<file path="config.mk">
export PLATFORM = sky130hd
export DESIGN_NAME = dynamic_output_arbiter_5
export DESIGN_NICKNAME = d
export VERILOG_FILES = /design/src/rtl/dynamic_output_arbiter_5.sv
export SDC_FILE = /design/constraint.sdc
export NUM_CORES = 1
export LEC_CHECK = 0
export BUFFER_PORTS_ARGS = -buffer_cell sky130_fd_sc_hd__buf_2
export CAP_MARGIN = 20
export CORE_AREA = 2 2 105 87
export DETAILED_ROUTE_END_ITERATION = 10
export DIE_AREA = 0 0 107 89
export PLACE_DENSITY = 0.65
export SYNTH_ARGS = -nofsm -noshare
export SYNTH_HDL_FRONTEND = slang
export SYNTH_SLANG_ARGS = --single-unit
</file>
<file path="constraint.sdc">
create_clock -name clk -period 7.8 [get_ports clk]
set_input_delay 0.39 -clock clk [delete_from_list [all_inputs] [get_ports clk]]
set_output_delay 0.39 -clock clk [all_outputs]
set_load 0.005 [all_outputs]
</file>
<file path="src/rtl/dynamic_output_arbiter_5.sv">
// Per-output wormhole arbiter for the 5-input dynamic network crossbar: round-robin
// grant, packet-length lock, FIFO pops. Define DYNAMIC_ARB_BACK_TO_BACK_EN for tail-cycle re-arbitration.
module dynamic_output_arbiter_5 #(
    parameter int LEN_WIDTH = 8,
    parameter int NUM_IN    = 5
) (
    input  logic                        clk,
    input  logic                        reset,
    input  logic [NUM_IN-1:0]           req,
    input  logic [NUM_IN-1:0]           valid_in,
    input  logic [NUM_IN*LEN_WIDTH-1:0] len_in,
    input  logic                        out_ready,
    output logic [2:0]                  sel,
    output logic [NUM_IN-1:0]           grant,
    output logic                        out_valid,
    output logic [NUM_IN-1:0]           pop
);

    localparam logic [2:0] SEL_NONE = 3'd7;

    typedef enum logic {
        IDLE = 1'b0,
        BUSY = 1'b1
    } state_t;

    state_t                 state, state_nxt;
    logic [2:0]             sel_nxt;
    logic [NUM_IN-1:0]      grant_nxt;
    logic [LEN_WIDTH-1:0]   remaining, remaining_nxt;
    logic [2:0]             rr_ptr, rr_ptr_nxt;

    logic [NUM_IN-1:0]      arb_req;
    logic [3:0]             pick;
    logic                   pick_found;
    logic [2:0]             pick_idx;
    logic [LEN_WIDTH-1:0]   pick_len;
    logic                   xfer;

    // Returns {found, index}; the search begins just after the previous winner.
    function automatic logic [3:0] rr_pick(input logic [NUM_IN-1:0] r, input logic [2:0] ptr);
        logic [3:0] res;
        int         idx;
        res = '0;
        for (int k = 1; k <= NUM_IN; k++) begin
            idx = (int'(ptr) + k) % NUM_IN;
            if (!res[3] && r[idx]) res = {1'b1, 3'(idx)};
        end
        return res;
    endfunction

    always_comb begin
        arb_req = req;
`ifdef DYNAMIC_ARB_BACK_TO_BACK_EN
        // During a tail transfer the current owner must not immediately win again.
        if (state == BUSY) arb_req = req & ~grant;
`endif
    end

    assign pick       = rr_pick(arb_req, rr_ptr);
    assign pick_found = pick[3];
    assign pick_idx   = pick[2:0];
    assign pick_len   = len_in[int'(pick_idx)*LEN_WIDTH +: LEN_WIDTH];

    // grant is one-hot with sel, so it doubles as the valid/pop mux.
    assign out_valid = (state == BUSY) && |(grant & valid_in);
    assign xfer      = out_valid && out_ready;
    assign pop       = xfer ? grant : '0;

    always_comb begin
        // NOTE: every next-state value defaults to "hold" first, so no path leaves one unassigned and no latch is inferred.
        state_nxt     = state;
        sel_nxt       = sel;
        grant_nxt     = grant;
        remaining_nxt = remaining;
        rr_ptr_nxt    = rr_ptr;

        case (state)
            IDLE: begin
                if (pick_found) begin
                    state_nxt     = BUSY;
                    sel_nxt       = pick_idx;
                    grant_nxt     = NUM_IN'(1) << pick_idx;
                    remaining_nxt = pick_len;
                    rr_ptr_nxt    = pick_idx;
                end
            end
            BUSY: begin
                if (xfer) begin
                    if (remaining != '0) begin
                        remaining_nxt = remaining - LEN_WIDTH'(1);
                    end else begin
                        state_nxt = IDLE;
                        sel_nxt   = SEL_NONE;
                        grant_nxt = '0;
`ifdef DYNAMIC_ARB_BACK_TO_BACK_EN
                        if (pick_found) begin
                            state_nxt     = BUSY;
                            sel_nxt       = pick_idx;
                            grant_nxt     = NUM_IN'(1) << pick_idx;
                            remaining_nxt = pick_len;
                            rr_ptr_nxt    = pick_idx;
                        end
`endif
                    end
                end
            end
            default: begin
                state_nxt = IDLE;
                sel_nxt   = SEL_NONE;
                grant_nxt = '0;
            end
        endcase
    end

    // NOTE: state registers use non-blocking assignments so every flop samples pre-edge values.
    always_ff @(posedge clk) begin
        if (reset) begin
            state     <= IDLE;
            sel       <= SEL_NONE;
            grant     <= '0;
            remaining <= '0;
            rr_ptr    <= 3'(NUM_IN - 1);
        end else begin
            state     <= state_nxt;
            sel       <= sel_nxt;
            grant     <= grant_nxt;
            remaining <= remaining_nxt;
            rr_ptr    <= rr_ptr_nxt;
        end
    end

endmodule

</file>
==> impl_metrics.yaml, run 1 <==
hold_path:
  hold_depth: 3
  hold_path_class: "in2reg"
  hold_start: "len_in[32]"
routing:
  vias_per_cell: 6.38
  drc_errors: 0
  drt_wl_total_mm: 11.7
  drtPass1Iterations: 5
  drtIter0Drc: 482
  wire_per_inst_um: 17.7
  vias: 4218
  drtAntennaViolNets: 0
synthesis:
  seq_area_frac_synth: 0.108
  synth_area_um2: 3700
  synth-seq-cells: 20
  synth.distinct_cells: 80
  ys_warn_count: 0
  syn_inst: 505
  synthArstFlopShare: 0
  synth_nets: 584
  synth_ff_type: "dfxtp_1"
  synth_enable_flop_cells: 0
  synth.avg_cell_area_um2: 7.34
timing:
  slew_headroom: 0.356
  period_share: 0.833
  skew_ns: 0.00575
  clock.fmax_mhz: 154
  tightest_slew_ns: 0.951
  timing.final.max_slew_violations: 0
  fin_crit_ns: 6.50
  setup_violations: 0
  finalHoldViolations: 0
  tns_ns: 0
  rsz0062_at_grt: "no"
setup_path:
  path_class: "reg2reg"
  startpoint: "rr_ptr[0]"
  path_depth: 16
  critPathMaxFanout: 19
  crit_path_cell_trace: "ha_1 -> xor2_4 -> ha_1 -> nor4b_1 -> o31ai_1 -> and2_1 -> ha_1 -> nor2b_1 -> o311ai_0 -> a21o_1 -> a2bb2oi_2 -> a221oi_1 -> or4_1 -> o21ai_4 -> mux4_2 -> a311o_1"
  slowest_stage: "dfxtp_1"
  cp_slowest_stage_delay_ns: 0.79
  endpoint_kind: "flop"
  crit_required_ns: 7.96
  crit_top_cell: "ha_1"
  reg2reg_from: "rr_ptr[0]"
  cp.arrival_ns: 6.65
  startpoint_type: "flop"
  cpLargestDelayFamily: "compound AO/OA/AOI/OAI gates"
  r2r.worst_path.cells: 16
  path_buf_inv: 0
grt:
  grt_pass1_vias: 3776
  grt_max_degree: 31
  overflow: 0
  grt_pass1_wl_mm: 18.7
  track_usage: 0.238
  grt_antenna_before_repair: 0
cts:
  postCtsSetupBuffers: 0
  htreeDepth: 1
  cts_tree: "done"
  root_buffer: "clkbuf_8"
  clkTransAtPathRegs_ns: 0.08
  ctsResizeCount: 0
  numCtsBuffers: 3
  hold_buffers: 0
  ctsLongestPathBuffers: 2
  clock-sinks: 20
  insertion_delay_ns: 0.27
run_status:
  status: "complete, no violations"
placement:
  place.gp.congestion: 0.924
  dp_hpwl_mm: 9.03
  placed_cells: 657
  io_buffers: 66
floorplanning:
  core_um2: 8370
  die_w_um: 107
  io_pins: 67
  initial_core_util: 0.443
  die_h_um: 89
  die-area_um2: 9520
  rows: 30
finish:
  finalNonFillerCells: 661
  layout_common_cells: "buf_2 (66), nand2_1 (45), nor2_1 (33)"
  layout-drive-gt1-share: 0.193
  areaGrowthSynthToFinish_pct: 11.8
  diodes: 0
  fillers: 836
  seqCellArea_um2: 400
  finalNetCount: 629
  final_common_cell: "buf_2"
  multi_input_comb_area_um2: 3070
job:
  max-cap-violations: 0
## cells in the mapped netlist, types with 8 or more instances
cell type  number  share of area
o211a_1        11          0.030
o22ai_1         9          0.015
o21ai_0        12          0.016
dfxtp_1        20           0.11
a211oi_1       17          0.034
clkbuf_1       14          0.014
nand3_1        21          0.028
nor2_1         33          0.033
mux2_2          8          0.024
a21oi_1        29          0.039
nand2_1        45          0.046
inv_1          23          0.023
nor2b_1         9          0.015
and3_1         10          0.017
ha_1           26          0.088
nand2b_1       12          0.020
nor3_1         16          0.022
buf_2           9          0.012
## final timing paths
path         slack, ns           end
max               1.30  remaining[0]
min               0.47  remaining[0]
max reg2reg       1.30  remaining[0]
min reg2reg       0.49      grant[0]
## worst reg2reg max path: cells and delay by family (launching register included)
family,cells,cell delay [ns]
AOI/OAI and AO/OA,7,1.97
and+or+nand+nor,4,1.76
adders and majority gates,3,1.12
DFF,1,0.79
muxes,1,0.55
xor gates and xnor gates,1,0.21
## layout make-up
class                      count  share of cell area
clock buffer                   3             0.00997
clock inverter                 1             0.00725
inverter                      26              0.0236
multi-input combinational    429               0.742
sequential                    20              0.0967
tap                          112              0.0338
timing repair buffer          70              0.0870
## routing by layer
metal | GRT usage | up-vias | part of all wire
met5 | 0 | - | 0
met4 | 0.0201 | 0 | 0.0055
met3 | 0.0313 | 8 | 0.085
met2 | 0.391 | 194 | 0.45
met1 | 0.348 | 1963 | 0.46
li1 | - | 2053 | -
## stage by stage
stage | instance area, um2 | util | hold slack (ns) | worst slack (ns)
CTS | 4140 | 0.495 | 0.470 | 1.35
global route | 4140 | 0.495 | 0.479 | 0.878
finish | 4140 | 0.495 | 0.472 | 1.30
floorplan | 3700 | - | 0.465 | 2.16
global placement | 4070 | 0.486 | 0.475 | 1.66
detailed placement | 4070 | 0.486 | 0.475 | 1.36
## flip-flops by register name, indices dropped and copies added (netlist names)
name / flops
grant: 5
remaining: 8
rr_ptr: 3
sel: 3
state: 1
## logic make-up after synthesis
family	after synthesis	share of synthesized area
AND/OR/NAND/NOR	198	0.287
XOR/XNOR	11	0.0311
flip-flops	20	0.108
adder cells (fa/ha/maj)	26	0.0878
multiplexers	16	0.0527
AO/OA/AOI/OAI	178	0.370
buffers and inverters	56	0.0632
Power of run 1 is not shown: default switching activity piles up to over one toggle a cycle in this logic, so the estimate is an artifact.
==> run 2, diff against run 1 <==
Clock period 7.8 ns to 6.7 ns, I/O delays scaled along.
==> impl_metrics.yaml, run 2 (synthesis results as in run 1) <==
cts:
  numCtsBuffers: 3
  postCtsSetupBuffers: 0
  cts_tree: "done"
  ctsResizeCount: 0
  insertion_delay_ns: 0.27
  hold_buffers: 0
  ctsLongestPathBuffers: 2
  root_buffer: "clkbuf_8"
  clock-sinks: 20
  clkTransAtPathRegs_ns: 0.09
  htreeDepth: 1
timing:
  skew_ns: 0.00493
  setup_ws_ns: 0.387
  slew_headroom: 0.532
  fin_crit_ns: 6.31
  period_share: 0.942
  setup_violations: 0
  tns_ns: 0
  tightest_slew_ns: 0.694
  finalHoldViolations: 0
  clock.fmax_mhz: 158
  timing.final.max_slew_violations: 0
  rsz0062_at_grt: "no"
  hold_ws_ns: 0.408
setup_path:
  r2r_end: "remaining[0]"
  cp.arrival_ns: 6.48
  critPathMaxFanout: 17
  startpoint: "rr_ptr[1]"
  r2r_slack_ns: 0.39
  endpoint_kind: "flop"
  r2r.worst_path.cells: 17
  crit_required_ns: 6.86
  path_class: "reg2reg"
  reg2reg_from: "rr_ptr[1]"
  crit_end: "remaining[0]"
  startpoint_type: "flop"
grt:
  grt_pass1_wl_mm: 18.2
  grt_max_degree: 44
  overflow: 0
  grt_pass1_vias: 3648
  grt_antenna_before_repair: 0
  track_usage: 0.234
finish:
  final_area_um2: 4180
  top_regs: "remaining (8), grant (5)"
  diodes: 0
  regMostFlops: "remaining"
  areaGrowthSynthToFinish_pct: 12.8
  finalNetCount: 634
  largest_reg_flops: 8
  final_common_cell: "buf_2"
  layout_common_cells: "buf_2 (66), nand2_1 (45), nor2_1 (33)"
  layout-drive-gt1-share: 0.200
floorplanning:
  die_w_um: 107
  rows: 30
  die-area_um2: 9520
  initial_core_util: 0.443
  die_h_um: 89
  core_um2: 8370
  io_pins: 67
run_status:
  status: "complete, no violations"
hold_path:
  hold_path_class: "in2reg"
routing:
  vias_per_cell: 6.28
  drtAntennaViolNets: 0
  drtIter0Drc: 359
  drt_wl_total_mm: 11.4
  wire_per_inst_um: 17.2
  drtPass1Iterations: 5
  vias: 4183
  drc_errors: 0
placement:
  place_area_um2: 4110
  dp_hpwl_mm: 8.83
  place.gp.congestion: 0.951
  io_buffers: 66
  detailedPlace.worstSlack_ns: 0.476
job:
  max-cap-violations: 0
[run 2: changes by cell type in the layout (fill, tap and decap cells not counted)]
cell   change
buf_4      +5
[run 2: worst min path at each step]
| stage | startpoint | cells past startpoint | end | slack [ns] |
|---|---|---|---|---|
| 6_report | len_in[32] | 3 | remaining[0] | 0.41 |
| 5_1_grt | len_in[32] | 3 | remaining[0] | 0.42 |
| 4_1_cts | len_in[32] | 3 | remaining[0] | 0.41 |
| 3_5_place_dp | grant[0] | 2 | grant[0] | 0.48 |
| 3_3_place_gp | grant[0] | 2 | grant[0] | 0.47 |
| 2_1_floorplan | reset | 2 | sel[1] | 0.45 |
[run 2: worst max-delay path, stage by stage, from the launching register on]
cell and delay, ns:
dfxtp_1 0.71, ha_1 0.57, xor2_4 0.21, ha_1 0.31
or4b_2 0.74, nand4_1 0.14, and2_1 0.19, ha_1 0.21
nor2b_1 0.20, or3_1 0.14, o311a_1 0.26, mux2_2 0.39
mux2i_1 0.16, a221oi_1 0.12, or4_1 0.70, o21ai_4 0.23
mux4_2 0.55, a311o_1 0.35
[run 2: metal layers]
layer  global-route usage  vias to the layer above  share of wire  wire length (um)
li1                     -                     2064              -                 -
met1                0.357                     1936           0.49              5570
met2                0.364                      172           0.44              4990
met3               0.0219                       11          0.070               799
met4               0.0331                        0         0.0077                88
met5                    0                        -              0                 0
[run 2: area by class of cell]
type | instances | area (um2)
clock buffers | 3 | 41.3
fillers | 814 | 4190
clock inverters | 1 | 30.0
flip-flops and latches | 20 | 400
inverters | 26 | 97.6
repair buffers | 75 | 398
well taps | 112 | 140
multi-input cells | 429 | 3070
[run 2: per-stage QoR]
stage           util  std cells
2_1_floorplan      -        505
3_3_place_gp   0.491        662
3_5_place_dp   0.491        662
4_1_cts        0.499        666
5_1_grt        0.499        666
6_report       0.499        666
Power of run 2 is left out for the same reason.
==> run 3, diff against run 2 <==
--- a/config.mk
+++ b/config.mk
@@ -7,9 +7,9 @@
 export LEC_CHECK = 0
 export BUFFER_PORTS_ARGS = -buffer_cell sky130_fd_sc_hd__buf_2
-export CAP_MARGIN = 20
-export CORE_AREA = 2 2 105 87
+export CAP_MARGIN = 0
+export CORE_AREA = 2 2 94 96
 export DETAILED_ROUTE_END_ITERATION = 10
-export DIE_AREA = 0 0 107 89
-export PLACE_DENSITY = 0.65
+export DIE_AREA = 0 0 96 98
+export PLACE_DENSITY = 0.66
 export SYNTH_ARGS = -nofsm -noshare
 export SYNTH_HDL_FRONTEND = slang
==> constraint.sdc (replaced) <==
create_clock -name clk -period 6.7 [get_ports clk]
set_input_delay 0.67 -clock clk [delete_from_list [all_inputs] [get_ports clk]]
set_output_delay 0.67 -clock clk [all_outputs]
set_load 0.005 [all_outputs]
==> impl_metrics.yaml, run 3 (synthesis results as in run 1) <==
timing:
  tns_ns: 0
  slew_headroom: 0.338
  clock.fmax_mhz: 159
  skew_ns: 0.00281
  finalHoldViolations: 0
  setup_violations: 0
  rsz0062_at_grt: "no"
  tightest_slew_ns: 0.992
  period_share: 0.936
  timing.final.max_slew_violations: 0
  fin_crit_ns: 6.27
  hold_ws_ns: 0.503
routing:
  drc_errors: 0
  wire_per_inst_um: 17.2
  drtPass1Iterations: 5
  vias_per_cell: 6.48
  drtAntennaViolNets: 0
  drt_wl_total_mm: 11.4
  vias: 4290
  wl_met3_um: 748
  maxUsedRoutingLayer: "met4"
  wl_met2_mm: 5.49
  m1WireLength_mm: 5.01
  drtIter0Drc: 294
grt:
  overflow: 0
  track_usage: 0.238
  grt_pass1_wl_mm: 18.5
  grt_pass1_vias: 3877
  grt_max_degree: 44
  grt_antenna_before_repair: 0
cts:
  hold_buffers: 0
  clock-sinks: 20
  postCtsSetupBuffers: 0
  ctsLongestPathBuffers: 2
  cts_tree: "done"
  htreeDepth: 1
  root_buffer: "clkbuf_8"
  numCtsBuffers: 3
  clkTransAtPathRegs_ns: 0.08
  insertion_delay_ns: 0.26
  ctsResizeCount: 0
floorplanning:
  core_um2: 8470
  rows: 34
  io_pins: 67
  die-area_um2: 9410
  initial_core_util: 0.438
  die_w_um: 96
  die_h_um: 98
placement:
  dp_hpwl_mm: 8.65
  place.gp.congestion: 0.895
  io_buffers: 66
run_status:
  status: "complete, no violations"
finish:
  fin_util: 0.491
  fillers: 837
  areaGrowthSynthToFinish_pct: 12.2
  diodes: 0
  finalNetCount: 634
  final_common_cell: "buf_2"
  layout_common_cells: "buf_2 (66), nand2_1 (45), nor2_1 (33)"
  layout-drive-gt1-share: 0.200
  largest_reg_flops: 8
  top_regs: "remaining (8), grant (5)"
  regMostFlops: "remaining"
setup_path:
  cp.arrival_ns: 6.43
  critPathMaxFanout: 17
  path_class: "reg2reg"
  endpoint_kind: "flop"
  startpoint_type: "flop"
  crit_required_ns: 6.85
hold_path:
  hold_path_class: "reg2reg"
job:
  max-cap-violations: 0
## run 3: cell type report
| class | instances | area, um2 | area share |
|---|---|---|---|
| sequential | 20 | 400 | 0.0963 |
| clock buffer | 4 | 55.1 | 0.0132 |
| timing repair buffer | 75 | 398 | 0.0957 |
| tap | 108 | 135 | 0.0325 |
| inverter | 26 | 97.6 | 0.0235 |
| multi-input combinational | 429 | 3070 | 0.739 |
## run 3: routing by layer
metal,global-route usage,up-vias
li1,-,2072
met1,0.323,2003
met2,0.407,198
met3,0.0208,17
met4,0.0516,0
met5,0,-
## run 3: per-stage QoR
| step | cell area (um2) | std cells | worst slack [ns] |
|---|---|---|---|
| final | 4160 | 662 | 0.426 |
| after global placement | 4100 | 658 | 0.720 |
| after CTS | 4160 | 662 | 0.504 |
| after detailed placement | 4100 | 658 | 0.539 |
| after global routing | 4160 | 662 | 0.0847 |
| after floorplan | 3700 | 505 | 1.06 |
## run 3: path summary, 6_finish.rpt
kind         slack (ns)  startpoint  cells past startpoint            to
max reg2reg        0.43   rr_ptr[1]                     17  remaining[0]
min                0.50    grant[3]                      2      grant[3]
max                0.43   rr_ptr[1]                     17  remaining[0]
min reg2reg        0.50    grant[3]                      2      grant[3]
## run 3: worst max-delay path, stage by stage (launching register included)
cell	delay (ns)
dfxtp_1	0.65
ha_1	0.55
xor2_4	0.21
ha_1	0.34
or4b_2	0.75
nand4_1	0.15
and2_1	0.20
ha_1	0.22
nor2b_1	0.21
or3_1	0.15
o311a_1	0.27
mux2_2	0.38
a2bb2oi_2	0.21
a221oi_1	0.13
or4_1	0.60
o21ai_4	0.23
mux4_2	0.55
a311o_1	0.35
Power of run 3 is left out for the same reason.
